File: src/rtl/io_map_pkg.sv
// Shared constants for the KEY/SW conditioning block: register offsets and
// default sizing of the conditioned inputs.
package io_map_pkg;

    // Default board configuration: KEY[3:1] and SW[9:0].
    localparam int unsigned NKEYS_DEF     = 3;
    localparam int unsigned NSW_DEF       = 10;
    localparam int unsigned EVT_W         = NKEYS_DEF + NSW_DEF;

    // 10 ms of stability at 25 MHz.
    localparam int unsigned DB_CYCLES_DEF = 250000;
    localparam int unsigned CNT_W_DEF     = 18;

    // Word offsets within the block's I/O window.
    localparam logic [1:0] REG_SW   = 2'd0;
    localparam logic [1:0] REG_KEY  = 2'd1;
    localparam logic [1:0] REG_EVT  = 2'd2;
    localparam logic [1:0] REG_MASK = 2'd3;

endpackage

File: src/rtl/debounce_bit.sv
// One conditioned input bit: 2-flop synchroniser, stability counter and
// debounced level, plus single-cycle pulses flagging the level change that
// lands on the next clock edge.
module debounce_bit
    import io_map_pkg::*;
#(
    parameter int unsigned DB_CYCLES = DB_CYCLES_DEF,
    parameter int unsigned CNT_W     = CNT_W_DEF,
    // Set for active-low pins so the conditioned level reads 1 = asserted.
    parameter bit          INVERT    = 1'b0
) (
    input  logic clk,
    input  logic reset,
    input  logic raw_i,
    output logic lvl_o,
    output logic rise_o,
    output logic fall_o
);

    logic [1:0]       sync_q;
    logic             lvl_q, lvl_d;
    logic [CNT_W-1:0] cnt_q, cnt_d;
    logic             din;

    // Inverting ahead of the synchroniser keeps the flops' reset value equal
    // to "released", so a button does not look pressed right after reset.
    assign din = raw_i ^ INVERT;

    // Two-stage synchroniser for the asynchronous pin.
    always_ff @(posedge clk or negedge reset) begin
        if (!reset) begin
            sync_q <= '0;
        end else begin
            sync_q <= {sync_q[0], din};
        end
    end

    // Count consecutive cycles the synced value differs from the level;
    // adopt it once it has differed for DB_CYCLES cycles in a row.
    always_comb begin
        cnt_d = cnt_q;
        lvl_d = lvl_q;
        if (sync_q[1] == lvl_q) begin
            cnt_d = '0;
        end else if (cnt_q == CNT_W'(DB_CYCLES - 1)) begin
            lvl_d = sync_q[1];
            cnt_d = '0;
        end else begin
            cnt_d = cnt_q + CNT_W'(1);
        end
    end

    // Level and counter state.
    always_ff @(posedge clk or negedge reset) begin
        if (!reset) begin
            lvl_q <= 1'b0;
            cnt_q <= '0;
        end else begin
            lvl_q <= lvl_d;
            cnt_q <= cnt_d;
        end
    end

    assign lvl_o  = lvl_q;
    assign rise_o = lvl_d & ~lvl_q;
    assign fall_o = ~lvl_d & lvl_q;

endmodule

File: src/rtl/key_sw_conditioner.sv
// KEY/SW conditioning stage in front of the CPU I/O read path: debounced
// levels, sticky W1C event register, interrupt mask and read mux.
module key_sw_conditioner
    import io_map_pkg::*;
#(
    parameter int unsigned NKEYS     = NKEYS_DEF,
    parameter int unsigned NSW       = NSW_DEF,
    parameter int unsigned DB_CYCLES = DB_CYCLES_DEF,
    parameter int unsigned CNT_W     = CNT_W_DEF
) (
    input  logic             clk,
    input  logic             reset,
    input  logic [NKEYS-1:0] key_raw,
    input  logic [NSW-1:0]   sw_raw,
    input  logic             sel,
    input  logic             we,
    input  logic [1:0]       addr,
    input  logic [31:0]      wdata,
    output logic [31:0]      rdata,
    output logic             irq
);

    localparam int unsigned EvtW = NKEYS + NSW;

    // Keys report presses only; switches report both edge directions.
    localparam logic [EvtW-1:0] FallEvtMask = {{NSW{1'b1}}, {NKEYS{1'b0}}};

    logic [EvtW-1:0] raw_all;
    logic [EvtW-1:0] lvl, rise, fall;
    logic [EvtW-1:0] evt_set, evt_clr;
    logic [EvtW-1:0] events_q, events_d;
    logic [EvtW-1:0] mask_q, mask_d;
    logic            wr_evt, wr_mask;
    logic            unused_wdata;

    assign raw_all = {sw_raw, key_raw};

    for (genvar i = 0; i < EvtW; i++) begin : g_db
        debounce_bit #(
            .DB_CYCLES (DB_CYCLES),
            .CNT_W     (CNT_W),
            .INVERT    (i < NKEYS)
        ) u_db (
            .clk    (clk),
            .reset  (reset),
            .raw_i  (raw_all[i]),
            .lvl_o  (lvl[i]),
            .rise_o (rise[i]),
            .fall_o (fall[i])
        );
    end

    assign wr_evt  = sel & we & (addr == REG_EVT);
    assign wr_mask = sel & we & (addr == REG_MASK);

    // Event/mask next state; a new edge beats a simultaneous W1C.
    always_comb begin
        evt_set  = rise | (fall & FallEvtMask);
        evt_clr  = wr_evt ? wdata[EvtW-1:0] : '0;
        events_d = (events_q & ~evt_clr) | evt_set;
        mask_d   = wr_mask ? wdata[EvtW-1:0] : mask_q;
    end

    // Sticky event and mask registers.
    always_ff @(posedge clk or negedge reset) begin
        if (!reset) begin
            events_q <= '0;
            mask_q   <= '0;
        end else begin
            events_q <= events_d;
            mask_q   <= mask_d;
        end
    end

    assign irq = |(events_q & mask_q);

    // Read mux; reads have no side effects and unused bits are zero.
    always_comb begin
        rdata = '0;
        if (sel) begin
            unique case (addr)
                REG_SW:   rdata = 32'(lvl[EvtW-1:NKEYS]);
                REG_KEY:  rdata = 32'(lvl[NKEYS-1:0]);
                REG_EVT:  rdata = 32'(events_q);
                REG_MASK: rdata = 32'(mask_q);
                default:  rdata = '0;
            endcase
        end
    end

    assign unused_wdata = ^wdata[31:EvtW];

endmodule
File: config.mk
export PLATFORM = sky130hd
export DESIGN_NAME = key_sw_conditioner
export DESIGN_NICKNAME = d
export VERILOG_FILES = /design/src/rtl/io_map_pkg.sv /design/src/rtl/debounce_bit.sv /design/src/rtl/key_sw_conditioner.sv
export SDC_FILE = /design/constraint.sdc
export NUM_CORES = 1
export LEC_CHECK = 0
export BUFFER_PORTS_ARGS = -buffer_cell sky130_fd_sc_hd__buf_2
export CORE_UTILIZATION = 40
export DETAILED_ROUTE_END_ITERATION = 7
export GPL_TIMING_DRIVEN = 0
export PLACE_DENSITY = 0.63
export SLEW_MARGIN = 20
export SYNTH_ARGS = -nofsm -noshare
export SYNTH_HDL_FRONTEND = slang
export SYNTH_SLANG_ARGS = --single-unit
File: constraint.sdc
create_clock -name clk -period 4 [get_ports clk]
set_input_delay 0.8 -clock clk [delete_from_list [all_inputs] [get_ports clk]]
set_output_delay 0.8 -clock clk [all_outputs]
set_load 0.005 [all_outputs]
==> results of run 1 <==
## cell usage in the layout, fill, tap and decap left out, types with 8 or more instances in the layout
cell type / n
nor3_1: 45
nand3b_1: 8
buf_4: 21
and2_1: 11
a22o_1: 11
o41ai_4: 12
inv_1: 46
ha_1: 13
dfrtp_1: 299
conb_1: 19
xnor2_1: 154
nand4_1: 51
and4_1: 8
mux2i_1: 10
nand3_1: 86
clkbuf_16: 36
nand4_2: 9
nor4_1: 98
xor2_1: 50
nor2_1: 244
a21oi_1: 17
nand2_1: 82
o21ai_0: 18
mux2_2: 25
clkbuf_1: 18
or4_1: 14
or3_1: 12
buf_2: 59
## power by group
group | switching (mW) | internal (mW)
clock network | 1.25 | 2.02
registers | 0.0678 | 3.10
logic | 0.178 | 0.120
## cell type report
cell class | instances | area [um^2]
Sequential cell | 299 | 7480
Inverter | 46 | 173
Multi-Input combinational cell | 1040 | 6740
Clock buffer | 49 | 1010
Timing Repair Buffer | 47 | 313
Antenna cell | 4 | 10.0
Buffer | 50 | 287
Tap cell | 461 | 577
Fill cell | 3371 | 19000
Clock inverter | 11 | 178
## registers in the layout, summed over array words and instances (netlist names)
register	cells
g_db.u_db.lvl_o	13
g_db.u_db.sync_q	26
events_q	13
g_db.u_db.cnt_q	234
mask_q	13
## how the worst max path moves through the flow
stage,end,cells after the start
6_report,rdata[0],5
2_1_floorplan,rdata[0],3
3_3_place_gp,g_db[2].u_db.cnt_q[8]$_DFF_PN0_,1
4_1_cts,rdata[0],5
5_1_grt,rdata[1],5
3_5_place_dp,rdata[1],5
## routing by layer
layer	part of all wire (%)	up-vias	routed length (um)
met1	47	5130	14300
met3	4.7	42	1430
li1	-	5165	-
met4	1.8	2	558
met5	0.043	-	13
met2	47	151	14200
## logic make-up (layout without fill, tap and decap cells)
family,after synthesis,after routing,share of synthesized area [%]
fa+ha+maj,13,13,1.11
buf+inv,96,203,3.14
mux,39,39,3.15
xor+xnor,204,204,12.2
flops,299,299,51.2
other cells,1,23,0.0257
compound gates,73,73,5.01
simple gates,692,692,24.1
## through the flow
| stage | setup TNS, ns | utilization (%) | setup WS (ns) |
|---|---|---|---|
| finish | 0 | 46.9 | 0.935 |
| global route | 0 | 46.9 | 0.892 |
| CTS | 0 | 46.9 | 0.970 |
| detailed placement | 0 | 43.6 | 0.997 |
| global placement | -1051.34 | 43.3 | -3.54 |
| floorplan | 0 | - | 1.48 |
==> impl_metrics.toml, run 1 <==
[outcome]
status = "complete, but fails checks"
violations = "design-rule violations"

[logic_synthesis]
yosysSeqAreaShare_pct = 51.2
ys_ff_latch = 299
ys.flop_type = "dfrtp_1"
async_flop_share_pct = 100
synth_cells = 1417
synth_top_area_share_pct = 51.2
ys.warnings.count = 0
synth_most_common_cell = "dfrtp_1"
yosysTopAreaCell = "dfrtp_1"
synthesis.area_um2 = 14600
syn_avg_cell_area_um2 = 10.3
synth_edf_count = 0
ys_types = 47
netlist_top_cells_area = "dfrtp_1 51%, xnor2_1 9.2%, nor2_1 6.3%, nor4_1 4.2%, xor2_1 3.0%"
synth_commonest_cells = "299 x dfrtp_1, 244 x nor2_1, 154 x xnor2_1, 98 x nor4_1, 86 x nand3_1"

[sta]
rsz0062_at_grt = "false"
worst_pin_slew_ns = 0.734
hold_viol_final = 0
skew_ns = 0.0251
fin_crit_ns = 3.07
slew_headroom_pct = 51.1
fin_crit_sh_pct = 76.6
finalMaxSlewViolations = 0
fmax_ghz = 0.326
finalSetupViolCount = 0
holdWs_ns = 0.247

[clock_tree]
clk_pin_slew_worst_paths_ns = 0.06
clk_latency_ns = 0.53
cts_hold_buf = 0
cts_made_buffers = 35
clock_sinks = 299
cts_resized = 0
cts_tree = "yes"
cts_setup_buffers = 0
clockRootBuffer = "clkbuf_16"
cts_buffer_depth = 3
htreeDepth = 2

[setup_path]
worstSetupStartpointType = "primary input"
rr_endpoint = "g_db[2].u_db.cnt_q[9]$_DFF_PN0_"
end_kind = "output pin"
critical-path-max-stage-delay_ns = 0.57
r2r_start = "g_db[2].u_db.cnt_q[0]$_DFF_PN0_"
crit_arrival_ns = 2.27
r2r_cells = 5
critPathSlowestCell = "buf_1"
crit_fanout = 10
critical_path_required_ns = 3.20
startpoint = "addr[1]"
critPathBufInv = 3
cp_cell_sequence = "buf_2, buf_1, mux4_2, and2_1, buf_2"
crit_type = "primary input to output pin"
path_common_cell = "buf_2"
reg2reg_slack_ns = 1.80
path_delay_family = "buffers and inverters"

[die]
io_pins = 84
dieArea_um2 = 37300
rows = 69
die_x_um = 193
dieHeight_um = 193
start_util_pct = 40.9
core-area_um2 = 35700

[routing]
wl_per_cell_um = 15.2
drt-total-wl_um = 30500
via_count = 10500
drcViolationCount = 10
drtIter0Drc = 591
detail-route-antenna-nets = 0
drt-vias-per-instance = 5.23
firstDrtPassIters = 7

[cells_and_area]
area_growth_pct = 14.7
nets = 1583
fin_cells = 2007
fin_area_um2 = 16800
drive_gt1_share_pct = 12.9

[place]
place.gp.congestion = 0.801
hpwl_um = 21100
port_buffers = 44
dp_cells = 1943
placed_area_um2 = 15600

[job]
drv_cap = 0

[power]
power_mw = 6.74
p_per_area_nw_per_um2 = 402
ir_drop_mv = 0.224
p_leak_nw = 6.91

[global_route]
overflow = 0
grt_pass1_vias = 10200
antenna_found_initial = 3
grt_use_met1_pct = 23.7
grt_max_degree = 81
track_usage_pct = 17.1
grt-busiest-layer = "met2"
grt_pass1_wl_um = 51700
globalRouteMet3Util_pct = 3.20
gr-usage-met2_pct = 27.5

[worst_hold_path]
hold_class = "primary input to asynchronous set/reset pin"
Note: power is estimated with default switching activity, not from simulation.
==> inputs of run 2 (changes only) <==
--- a/config.mk
+++ b/config.mk
@@ -9,7 +9,7 @@
 export CORE_UTILIZATION = 40
 export DETAILED_ROUTE_END_ITERATION = 7
 export GPL_TIMING_DRIVEN = 0
-export PLACE_DENSITY = 0.63
+export PLACE_DENSITY = 0.65
 export SLEW_MARGIN = 20
 export SYNTH_ARGS = -nofsm -noshare
 export SYNTH_HDL_FRONTEND = slang
==> constraint.sdc (replaced) <==
create_clock -name clk -period 2.65 [get_ports clk]
set_input_delay 0.53 -clock clk [delete_from_list [all_inputs] [get_ports clk]]
set_output_delay 0.53 -clock clk [all_outputs]
set_load 0.005 [all_outputs]
==> run 2 against run 1 <==
Combinational power increased by 53%. Power increased by 47%. Final cell count about the same. Worst hold slack got worse by 0.12 ns. Highest routed layer unchanged. Largest power group is now registers. Register-to-register slack got worse by 1.3 ns. Worst setup slack got worse by 0.76 ns. Clock-buffer cell count increased by 2. Die area unchanged. The flow still finishes with violations (design-rule violations). Cell area decreased by 0.54%.
==> impl_metrics.toml, run 2 (synthesis gave the netlist of run 1 again) <==
[global_route]
gr-usage-met2_pct = 27.5
track_usage_pct = 17.1
grt_use_met1_pct = 23.5
overflow = 0
grt_pass1_wl_um = 51500
antenna_found_initial = 5
grt_pass1_vias = 10200
grt_max_degree = 98
grt-busiest-layer = "met2"
globalRouteMet3Util_pct = 3.06

[die]
core-area_um2 = 35700
die_x_um = 193
start_util_pct = 40.9
io_pins = 84
rows = 69
dieHeight_um = 193
dieArea_um2 = 37300

[cells_and_area]
final_common_cell = "dfrtp_1"
area_growth_pct = 14.1
fin_cells = 2005
top_regs = "g_db.u_db.cnt_q x234, g_db.u_db.sync_q x26"
nets = 1583
largest_reg_flops = 234
final_core_util_pct = 46.7
drive_gt1_share_pct = 12.5
top_register = "g_db.u_db.cnt_q"
final_cell_mix = "299 x dfrtp_1, 244 x nor2_1, 154 x xnor2_1"

[setup_path]
crit_arrival_ns = 1.95
crit_type = "primary input to output pin"
end_kind = "output pin"
critical-path-max-stage-delay_ns = 0.54
path_delay_family = "buffers and inverters"
critPathSlowestCell = "buf_1"
path_common_cell = "buf_2"
critPathBufInv = 3
critical_path_required_ns = 2.12
r2r_start = "g_db[2].u_db.cnt_q[0]$_DFF_PN0_"
cp_cell_sequence = "buf_2, buf_1, mux4_2, and2_1, buf_2"
startpoint = "addr[1]"
crit_fanout = 10
worstSetupStartpointType = "primary input"
reg2reg_slack_ns = 0.47

[routing]
drt-total-wl_um = 30500
drt-vias-per-instance = 5.24
via_count = 10500
firstDrtPassIters = 8
detail-route-antenna-nets = 0
drtIter0Drc = 555
wl_per_cell_um = 15.2
drcViolationCount = 4

[sta]
worst_pin_slew_ns = 0.704
setup_ws_ns = 0.172
hold_viol_final = 0
fin_crit_ns = 2.48
fin_crit_sh_pct = 93.5
slew_headroom_pct = 52.6
finalSetupViolCount = 0
skew_ns = 0.0230
rsz0062_at_grt = "false"
fmax_ghz = 0.403
finalMaxSlewViolations = 0

[outcome]
violations = "design-rule violations"
status = "complete, but fails checks"

[clock_tree]
cts_setup_buffers = 0
htreeDepth = 2
clk_latency_ns = 0.51
clockRootBuffer = "clkbuf_16"
clock_sinks = 299
cts_made_buffers = 34
cts_tree = "yes"
cts_buffer_depth = 3
clk_pin_slew_worst_paths_ns = 0.06

[place]
place.gp.congestion = 0.815
port_buffers = 44
dp_cells = 1943
place_ws_ns = 0.192
hpwl_um = 21000

[power]
p_leak_nw = 6.88
ir_drop_mv = 0.322
p_per_area_nw_per_um2 = 592

[job]
drv_cap = 0

[worst_hold_path]
min_from = "sw_raw[8]"
hold_class = "primary input to register"
run 2: timing repair:
item	4_1_cts	5_1_grt
gates resized for setup	0	0
setup endpoints to repair	0	0
hold endpoints to repair	55	0
hold buffers	1	0
run 2: through the flow:
step | area (um^2) | hold slack (ns) | TNS, ns | power [mW]
after floorplan | 14700 | 0.234 | 0 | 5.09
after global placement | 15500 | 0.334 | -1361.28 | 5.30
after detailed placement | 15600 | 0.336 | 0 | 5.33
after CTS | 16700 | 0.108 | 0 | 10.0
after global routing | 16700 | 0.115 | 0 | 10.3
final | 16700 | 0.130 | 0 | 9.87
run 2: cell type report:
class | count | area [um^2]
Tap cell | 461 | 577
Timing Repair Buffer | 48 | 323
Buffer | 50 | 287
Multi-Input combinational cell | 1040 | 6740
Clock inverter | 7 | 114
Inverter | 46 | 173
Fill cell | 3332 | 19100
Clock buffer | 51 | 976
Antenna cell | 3 | 7.51
Sequential cell | 299 | 7480
run 2: layer usage:
layer / part of all wire [%] / vias up
met5: 0.11 / -
li1: - / 5173
met3: 4.3 / 48
met1: 46 / 5129
met4: 2.2 / 4
met2: 47 / 143
run 2: path summary, 6_finish.rpt:
path                                                           to  cells after the start
worst max-delay path                                     rdata[1]                      5
worst min-delay path            g_db[11].u_db.sync_q[0]$_DFF_PN0_                      1
worst max register to register    g_db[2].u_db.cnt_q[0]$_DFF_PN0_                      5
worst min register to register   g_db[6].u_db.sync_q[1]$_DFF_PN0_                      0
max in group asynchronous         g_db[2].u_db.cnt_q[8]$_DFF_PN0_                      4
min in group asynchronous        g_db[11].u_db.cnt_q[6]$_DFF_PN0_                      2
run 2: power by group:
group	switching, mW	internal [mW]
clock	1.80	2.83
combinational	0.273	0.182
sequential	0.101	4.68
